## src/rtl/dmem_access_ctrl_pkg.sv

```systemverilog
`default_nettype none
// ============================================================================
// Module   : dmem_access_ctrl_pkg
// Purpose  : Shared widths and FSM state encoding for the data-memory access
//            controller.
// Revision : 1.0 - initial release
// ============================================================================
package dmem_access_ctrl_pkg;

   localparam int c_ADDR_W      = 16;
   localparam int c_DATA_W      = 16;
   localparam int c_STALL_CNT_W = 16;

   typedef logic [1:0] state_t;

   localparam state_t c_ST_IDLE = 2'd0;
   localparam state_t c_ST_WAIT = 2'd1;
   localparam state_t c_ST_DONE = 2'd2;

endpackage
`default_nettype wire

```

## src/rtl/dmem_access_ctrl_sat_counter.sv

```systemverilog
`default_nettype none
// ============================================================================
// Module   : dmem_access_ctrl_sat_counter
// Purpose  : Up-counter that sticks at all-ones instead of wrapping.
// Revision : 1.0 - initial release
// ============================================================================
module dmem_access_ctrl_sat_counter #(
   parameter int WIDTH = 16
) (
   input  logic             clk,
   input  logic             rst_n,
   input  logic             i_inc,
   input  logic             i_clear,
   output logic [WIDTH-1:0] o_count
);

   localparam logic [WIDTH-1:0] c_ONE = WIDTH'(1);

   logic [WIDTH-1:0] r_count;

   always_ff @(posedge clk or negedge rst_n) begin
      if (!rst_n) begin
         r_count <= '0;
      end else if (i_clear) begin
         r_count <= '0;
      end else if (i_inc && (r_count != '1)) begin
         r_count <= r_count + c_ONE;
      end
   end

   assign o_count = r_count;

endmodule
`default_nettype wire

```

## src/rtl/dmem_access_ctrl.sv

```systemverilog
`default_nettype none
// ============================================================================
// Module   : dmem_access_ctrl
// Purpose  : MEM-stage controller issuing single-beat req/ack accesses to a
//            multi-cycle data memory and stalling the pipeline meanwhile.
// Revision : 1.0 - initial release
// ============================================================================
module dmem_access_ctrl
   import dmem_access_ctrl_pkg::*;
#(
   parameter int ADDR_W   = c_ADDR_W,
   parameter int DATA_W   = c_DATA_W,
   parameter int MAX_WAIT = 31
) (
   input  logic                     clk,
   input  logic                     rst_n,
   input  logic [ADDR_W-1:0]        addr_in,
   input  logic [DATA_W-1:0]        wdata_in,
   input  logic                     mem_write_in,
   input  logic                     mem_read_in,
   input  logic                     flush,
   output logic                     stall_n,
   output logic [DATA_W-1:0]        rdata_out,
   output logic                     rdata_valid,
   output logic                     mem_req,
   output logic                     mem_we,
   output logic [ADDR_W-1:0]        mem_addr,
   output logic [DATA_W-1:0]        mem_wdata,
   input  logic                     mem_ack,
   input  logic [DATA_W-1:0]        mem_rdata,
   output logic                     timeout,
   output logic [c_STALL_CNT_W-1:0] stall_cnt
);

   localparam int                  c_WCNT_W   = $clog2(MAX_WAIT + 1);
   localparam logic [c_WCNT_W-1:0] c_MAX_WAIT = c_WCNT_W'(MAX_WAIT);
   localparam logic [c_WCNT_W-1:0] c_WONE     = c_WCNT_W'(1);

   state_t              r_state;
   logic [c_WCNT_W-1:0] r_wait_cnt;
   logic [c_WCNT_W-1:0] w_wait_cnt_next;
   logic                r_squash;
   logic                w_access;
   logic                w_launch;
   logic                w_in_wait;
   logic                w_timeout_hit;

   assign w_access  = (mem_read_in | mem_write_in) & ~flush;
   assign w_in_wait = (r_state == c_ST_WAIT);
   assign w_launch  = (r_state == c_ST_IDLE) & w_access;
   assign stall_n   = ~(w_launch | w_in_wait);

   // Counter holds the index of the WAIT cycle being entered, so it equals
   // MAX_WAIT exactly in the cycle where timeout first becomes visible.
   always_comb begin
      w_wait_cnt_next = r_wait_cnt;
      if (w_launch) begin
         w_wait_cnt_next = c_WONE;
      end else if (w_in_wait && !mem_ack && (r_wait_cnt != c_MAX_WAIT)) begin
         w_wait_cnt_next = r_wait_cnt + c_WONE;
      end
   end

   assign w_timeout_hit = (w_launch | (w_in_wait & ~mem_ack)) &
                          (w_wait_cnt_next == c_MAX_WAIT);

   always_ff @(posedge clk or negedge rst_n) begin
      if (!rst_n) begin
         r_state     <= c_ST_IDLE;
         r_wait_cnt  <= '0;
         r_squash    <= 1'b0;
         mem_req     <= 1'b0;
         mem_we      <= 1'b0;
         mem_addr    <= '0;
         mem_wdata   <= '0;
         rdata_out   <= '0;
         rdata_valid <= 1'b0;
         timeout     <= 1'b0;
      end else begin
         r_wait_cnt <= w_wait_cnt_next;
         if (w_timeout_hit) begin
            timeout <= 1'b1;
         end
         case (r_state)
            c_ST_IDLE: begin
               if (w_access) begin
                  r_state     <= c_ST_WAIT;
                  mem_req     <= 1'b1;
                  mem_we      <= mem_write_in;
                  mem_addr    <= addr_in;
                  mem_wdata   <= wdata_in;
                  rdata_valid <= 1'b0;
                  r_squash    <= 1'b0;
               end else if (flush) begin
                  rdata_valid <= 1'b0;
               end
            end
            c_ST_WAIT: begin
               // A flushed access still runs to completion; only its load data is dropped.
               if (flush) begin
                  r_squash <= 1'b1;
               end
               if (mem_ack) begin
                  r_state <= c_ST_DONE;
                  mem_req <= 1'b0;
                  if (!mem_we && !(r_squash | flush)) begin
                     rdata_out   <= mem_rdata;
                     rdata_valid <= 1'b1;
                  end
               end
            end
            c_ST_DONE: begin
               r_state <= c_ST_IDLE;
            end
            default: begin
               r_state <= c_ST_IDLE;
            end
         endcase
      end
   end

   dmem_access_ctrl_sat_counter #(
      .WIDTH (c_STALL_CNT_W)
   ) u_stall_cnt (
      .clk     (clk),
      .rst_n   (rst_n),
      .i_inc   (~stall_n),
      .i_clear (1'b0),
      .o_count (stall_cnt)
   );

endmodule
`default_nettype wire

```

## config.mk

```make
export PLATFORM = sky130hd
export DESIGN_NAME = dmem_access_ctrl
export DESIGN_NICKNAME = d
export VERILOG_FILES = /design/src/rtl/dmem_access_ctrl_pkg.sv /design/src/rtl/dmem_access_ctrl_sat_counter.sv /design/src/rtl/dmem_access_ctrl.sv
export SDC_FILE = /design/constraint.sdc
export NUM_CORES = 1
export LEC_CHECK = 0
export ABC_CLOCK_PERIOD_IN_PS = 6700
export BUFFER_PORTS_ARGS = -buffer_cell sky130_fd_sc_hd__buf_2
export CAP_MARGIN = 10
export CORE_UTILIZATION = 52
export CTS_BUF_LIST = sky130_fd_sc_hd__clkbuf_16
export DETAILED_ROUTE_END_ITERATION = 6
export PLACE_DENSITY = 0.83
export SLEW_MARGIN = 20
export SYNTH_ARGS = -nofsm -noshare
export SYNTH_HDL_FRONTEND = slang
export SYNTH_SLANG_ARGS = --single-unit
```

## constraint.sdc

```tcl
create_clock -name clk -period 6.7 [get_ports clk]
set_input_delay 0.335 -clock clk [delete_from_list [all_inputs] [get_ports clk]]
set_output_delay 0.335 -clock clk [all_outputs]
set_load 0.03 [all_outputs]
```

==> flow_summary.yaml, run 1 <==
die:
  core_area_um2: 5680
  rows: 27
  dieArea_um2: 6360
  start_util: 0.554
  ios: 123
  dieHeight_um: 79.8
  die_w_um: 79.8
sta:
  skew_ps: 5.52
  slew_violations: 0
  tns_ps: 0
  worst_slew_pin_slew_ps: 1050
  min_period_ps: 2290
  hold_violations: 0
  rsz0062_at_grt: "no"
  min_period_over_period: 0.343
  setup_violations: 0
  slew_headroom: 0.298
  fmax_mhz: 436
worst_setup_path:
  path_common_cell: "ha_1"
  cp.arrival_ps: 2510
  worst-setup-path-type: "reg -> reg"
  cpPeakStageDelay_ps: 540
  r2r_slack_ps: 4410
  r2r-end: "timeout$_DFFE_PN0P_"
  cp-start-kind: "register"
  rr_worst_depth: 8
  cp.required_ps: 6910
  cp_slowest_cell: "nor4b_2"
  path_max_fanout: 6
  crit_chain: "ha_1, and3_1, ha_1, nor4b_2, nand2_1, xor2_1, nor2_1, a41o_1"
  r2r_start: "r_wait_cnt[0]$_DFF_PN0_"
  critPathCaptureType: "register"
cells_and_area:
  final_common_cell: "buf_2"
  mostFrequentLayoutCells: "121 x buf_2, 76 x dfrtp_1, 40 x mux2_2, 14 x nand2_1, 13 x xnor2_1"
  area_growth_pct: 31.4
  nNetsFinal: 408
  antenna_cells: 0
  drive_above_1_share: 0.534
cts:
  clkTransAtPathRegs_ps: 60
  cts_hold_buf: 0
  cts_tree: "done"
  clock_sinks: 76
  cts_resized: 0
  cts_made_buffers: 9
  clock_latency_ps: 330
  cts_root_buffer: "clkbuf_16"
  cts_buffer_depth: 2
  htreeDepth: 3
  postCtsSetupRepairBufs: 0
synth:
  avgSynthCellArea_um2: 14.0
  async_reset_ff_frac: 1.00
  synth_cells: 224
  synth_cell_types: 34
  synth_top_area_frac: 0.605
  synthFlopType: "dfrtp_1"
  synth_warnings: 0
  synth_largest_area_cell: "dfrtp_1"
  seq_area_frac_synth: 0.605
  ys_seq_elements: 76
  synthTopCellsByArea: "dfrtp_1 60%, mux2_2 14%, mux2_4 4.3%"
  syn-num-nets: 281
  synth-edff-count: 0
  syn-cell-area_um2: 3140
drt:
  antenna_left: 0
  avgViaCountPerCell: 5.11
  drtPass1Iterations: 4
  drt-total-wl_um: 6440
  post-route-drc-count: 0
  wire_per_inst_um: 15.0
  detail_route.iter0.violations: 92
  num_vias: 2188
run:
  cap_violations: 0
grt:
  grt_usage: 0.216
  grt_pass1_vias: 2133
  grt_overflow_total: 0
  grt_max_degree: 77
  grt_pass1_wl_um: 10100
  antenna_found_initial: 0
placed_design:
  io_buffers: 122
  gp_congestion: 0.772
  place_hpwl_um: 4550
pwr:
  powerDensity_nw_per_um2: 472
  leakage_nw: 2.12
  vdd_drop_max_mv: 0.321
  total_power_mw: 1.95
status:
  outcome: "finished, final reports clean"
hold_path:
  hp-class: "in -> async"
## report_power, final
group          leakage [nW]  internal [mW]  switching (mW)
logic                  1.01          0.261           0.449
registers             0.936          0.612          0.0953
clock network         0.166          0.359           0.171
## sequential cells by signal, summed over array words and instances, names as in the netlist
name / flops
r_squash: 1
mem_req: 1
rdata_out: 16
timeout: 1
u_stall_cnt.o_count: 16
mem_we: 1
mem_wdata: 16
rdata_valid: 1
mem_addr: 16
r_wait_cnt: 5
r_state: 2
## kinds of logic after synthesis
kind of cell / count (synthesis) / synth area share
DFF: 76 / 0.605
muxes: 51 / 0.193
xor gates and xnor gates: 18 / 0.0501
buffers and inverters: 11 / 0.0227
AOI/OAI and AO/OA: 11 / 0.0239
adders and majority gates: 3 / 0.0119
and+or+nand+nor: 54 / 0.0939
## cell type report
| class | count | area, um2 |
|---|---|---|
| clock buffer | 9 | 225 |
| inverter | 4 | 15.0 |
| tap | 72 | 90.1 |
| multi-input combinational | 137 | 1170 |
| clock inverter | 7 | 106 |
| fill | 389 | 1550 |
| sequential | 76 | 1900 |
| timing repair buffer | 123 | 621 |
## synth_stat cells (2+ instances only)
| cell type | instances |
|---|---|
| dfrtp_1 | 76 |
| mux2_2 | 40 |
| nand2_1 | 14 |
| xnor2_1 | 13 |
| nor2_1 | 10 |
| mux2_4 | 9 |
| and3_1 | 6 |
| nand4_1 | 6 |
| buf_2 | 5 |
| xor2_1 | 5 |
| inv_1 | 4 |
| nand3_1 | 4 |
| a21oi_1 | 3 |
| and4_1 | 3 |
| ha_1 | 3 |
| nand2b_1 | 3 |
| mux2i_1 | 2 |
| nor3_1 | 2 |
## metrics by stage
step                utilization  hold WS, ps  instance area, um2  worst slack [ps]  cells
global placement          0.669          452                3800              4510    412
finish                    0.728          150                4130              4410    428
detailed placement        0.669          461                3800              4400    412
global route              0.728          232                4130              4230    428
CTS                       0.728          187                4130              4400    428
floorplan                     -         39.4                3140              4600    224
## metal layers
layer,global-route usage,part of all wire
met1,0.269,0.43
met2,0.348,0.47
met3,0.0571,0.076
met4,0.107,0.017
met5,0,0
## critical path: cells and delay by family, from the launching register on
| kind | cells | cell delay (ps) |
|---|---|---|
| AO/OA/AOI/OAI | 1 | 220 |
| flip-flops | 1 | 420 |
| AND/OR/NAND/NOR | 4 | 920 |
| XOR/XNOR | 1 | 160 |
| adder cells (fa/ha/maj) | 2 | 450 |
## how the worst max path moves through the flow
stage / start / end / slack (ps) / cells after the start
global placement: r_wait_cnt[0]$_DFF_PN0_ / timeout$_DFFE_PN0P_ / 4510 / 8
CTS: r_wait_cnt[0]$_DFF_PN0_ / timeout$_DFFE_PN0P_ / 4400 / 8
floorplan: r_wait_cnt[0]$_DFF_PN0_ / timeout$_DFFE_PN0P_ / 4600 / 8
finish: r_wait_cnt[0]$_DFF_PN0_ / timeout$_DFFE_PN0P_ / 4410 / 8
global route: r_wait_cnt[0]$_DFF_PN0_ / timeout$_DFFE_PN0P_ / 4230 / 8
detailed placement: r_wait_cnt[0]$_DFF_PN0_ / timeout$_DFFE_PN0P_ / 4400 / 8
Power figures use the tool's default switching activity.
==> run 2: changes to the inputs <==
--- a/config.mk
+++ b/config.mk
@@ -5,13 +5,13 @@
 export SDC_FILE = /design/constraint.sdc
 export NUM_CORES = 1
 export LEC_CHECK = 0
-export ABC_CLOCK_PERIOD_IN_PS = 6700
+export ABC_CLOCK_PERIOD_IN_PS = 2040
 export BUFFER_PORTS_ARGS = -buffer_cell sky130_fd_sc_hd__buf_2
 export CAP_MARGIN = 10
-export CORE_UTILIZATION = 52
+export CORE_UTILIZATION = 44
 export CTS_BUF_LIST = sky130_fd_sc_hd__clkbuf_16
 export DETAILED_ROUTE_END_ITERATION = 6
-export PLACE_DENSITY = 0.83
+export PLACE_DENSITY = 0.74
 export SLEW_MARGIN = 20
 export SYNTH_ARGS = -nofsm -noshare
 export SYNTH_HDL_FRONTEND = slang
==> constraint.sdc (replaced) <==
create_clock -name clk -period 2.04 [get_ports clk]
set_input_delay 0.102 -clock clk [delete_from_list [all_inputs] [get_ports clk]]
set_output_delay 0.102 -clock clk [all_outputs]
set_load 0.03 [all_outputs]
==> run 2 against run 1 <==
  * Worst setup slack worse by 4300 ps
  * Via count increased by 3.3%
  * Largest power group unchanged
  * Sequential share of layout area decreased by 2.0 points
  * Count of clock-buffer cells in the layout unchanged
  * Routed wire length is 0.34% higher
  * Combinational power rose to 3.5 times the previous value
  * Critical path depth stayed put
  * Highest routed layer unchanged
  * Non-clock buffer count grew 19
==> flow_summary.yaml, run 2 (same netlist as run 1, synthesis figures left out) <==
cells_and_area:
  antenna_cells: 0
  area_growth_pct: 37.4
  final_cells: 471
  final_common_cell: "buf_2"
  nNetsFinal: 427
  multi_input_area_um2: 1200
  drive_above_1_share: 0.563
  register_area_um2: 1900
  mostFrequentLayoutCells: "121 x buf_2, 76 x dfrtp_1, 40 x mux2_2, 15 x buf_4, 14 x nand2_1"
  n_fill_cell: 571
worst_setup_path:
  critPathLaunch: "r_wait_cnt[1]$_DFF_PN0_"
  cp.arrival_ps: 2170
  critPathCaptureType: "register"
  cp.required_ps: 2240
  crit_chain: "ha_2, and3_1, ha_2, nor4b_4, buf_4, buf_4, mux2i_1, nor2_1"
  worst-path-buf-inv: 2
  r2r_start: "r_wait_cnt[1]$_DFF_PN0_"
  cp-start-kind: "register"
  path_depth: 8
  worst-setup-path-type: "reg -> reg"
  critPathTopFamily: "simple AND/OR/NAND/NOR gates"
  cpPeakStageDelay_ps: 410
  cp_slowest_cell: "dfrtp_1"
  rr_worst_depth: 8
  path_max_fanout: 5
sta:
  hold_violations: 0
  min_period_ps: 1970
  setup_violations: 0
  min_period_over_period: 0.967
  holdWs_ps: 11.5
  slew_violations: 0
  rsz0062_at_grt: "no"
  slew_headroom: 0.688
  tns_ps: 0
  setup_ws_ps: 67.9
  fmax_mhz: 507
  worst_slew_pin_slew_ps: 468
  skew_ps: 5.27
grt:
  grt_usage: 0.180
  grt_overflow_total: 0
  met2_usage: 0.295
  grt_max_degree: 43
  met1_usage: 0.224
  antenna_found_initial: 0
  grt_pass1_wl_um: 10300
  use_met3: 0.0619
  grt_pass1_vias: 2275
  grt-busiest-layer: "met2"
die:
  die_w_um: 86.5
  dieHeight_um: 86.5
  dieArea_um2: 7490
  start_util: 0.460
  core_area_um2: 6830
  ios: 123
  rows: 30
placed_design:
  place_hpwl_um: 4690
  dp_slack_ps: 96.1
  io_buffers: 122
  placed_cells: 450
  gp_congestion: 0.763
cts:
  cts_tree: "done"
  htreeDepth: 3
  cts_buffer_depth: 2
  clkTransAtPathRegs_ps: 50
  clock_latency_ps: 320
  cts_made_buffers: 9
  cts_root_buffer: "clkbuf_16"
  clock_sinks: 76
drt:
  drtPass1Iterations: 4
  antenna_left: 0
  avgViaCountPerCell: 4.80
  wire_per_inst_um: 13.7
  drt-total-wl_um: 6460
  detail_route.iter0.violations: 74
  num_vias: 2261
  post-route-drc-count: 0
pwr:
  powerDensity_nw_per_um2: 1450
  leakage_nw: 2.20
  vdd_drop_max_mv: 0.720
hold_path:
  hold_depth: 2
  hp-class: "in -> reg"
  worstHoldStart: "mem_rdata[15]"
run:
  cap_violations: 0
status:
  outcome: "finished, final reports clean"
==> run 2: area by class of cell <==
class	instances	share of cell area
sequential	76	0.440
clock buffer	9	0.0521
clock inverter	7	0.0139
timing repair buffer	142	0.185
multi-input combinational	137	0.278
tap	96	0.0278
inverter	4	0.00348
==> run 2: metrics by stage <==
step	power [mW]	area (um2)	util
2_1_floorplan	3.98	3150	-
3_3_place_gp	4.71	3970	0.581
3_5_place_dp	4.79	3970	0.581
4_1_cts	6.32	4280	0.627
5_1_grt	6.60	4320	0.632
6_report	6.26	4320	0.632
==> run 2: worst paths after layout <==
path / slack [ps] / to
worst min-delay path: 10 / rdata_out[15]$_DFFE_PN0P_
worst max-delay path: 70 / r_wait_cnt[4]$_DFF_PN0_
worst min register to register: 460 / timeout$_DFFE_PN0P_
worst max register to register: 70 / r_wait_cnt[4]$_DFF_PN0_
max in group asynchronous: 1180 / r_wait_cnt[1]$_DFF_PN0_
min in group asynchronous: 280 / mem_wdata[15]$_DFFE_PN0P_
==> run 2: layer usage <==
layer,routed length [um],share of wire
met5,0,0
met4,81,0.013
met3,429,0.066
met2,3130,0.48
met1,2820,0.44
==> run 2: repair_timing <==
action                     CTS  global route
hold endpoints to repair    36             1
hold buffers                 3             1
resized for setup            0             4
buffers inserted             0             1
setup endpoints to repair    0             7
==> run 2: worst reg2reg max path, cell delays in order, from the launching register on <==
cell and delay, ps:
dfrtp_1 410, ha_2 190, and3_1 180, ha_2 200, nor4b_4 320, buf_4 200
buf_4 110, mux2i_1 200, nor2_1 60
==> run 2: power breakdown <==
group	switching (mW)	internal, mW	total, mW
combinational	1.52	0.949	2.46
sequential	0.294	2.01	2.31
clock	0.561	0.930	1.49
total	2.37	3.89	6.26
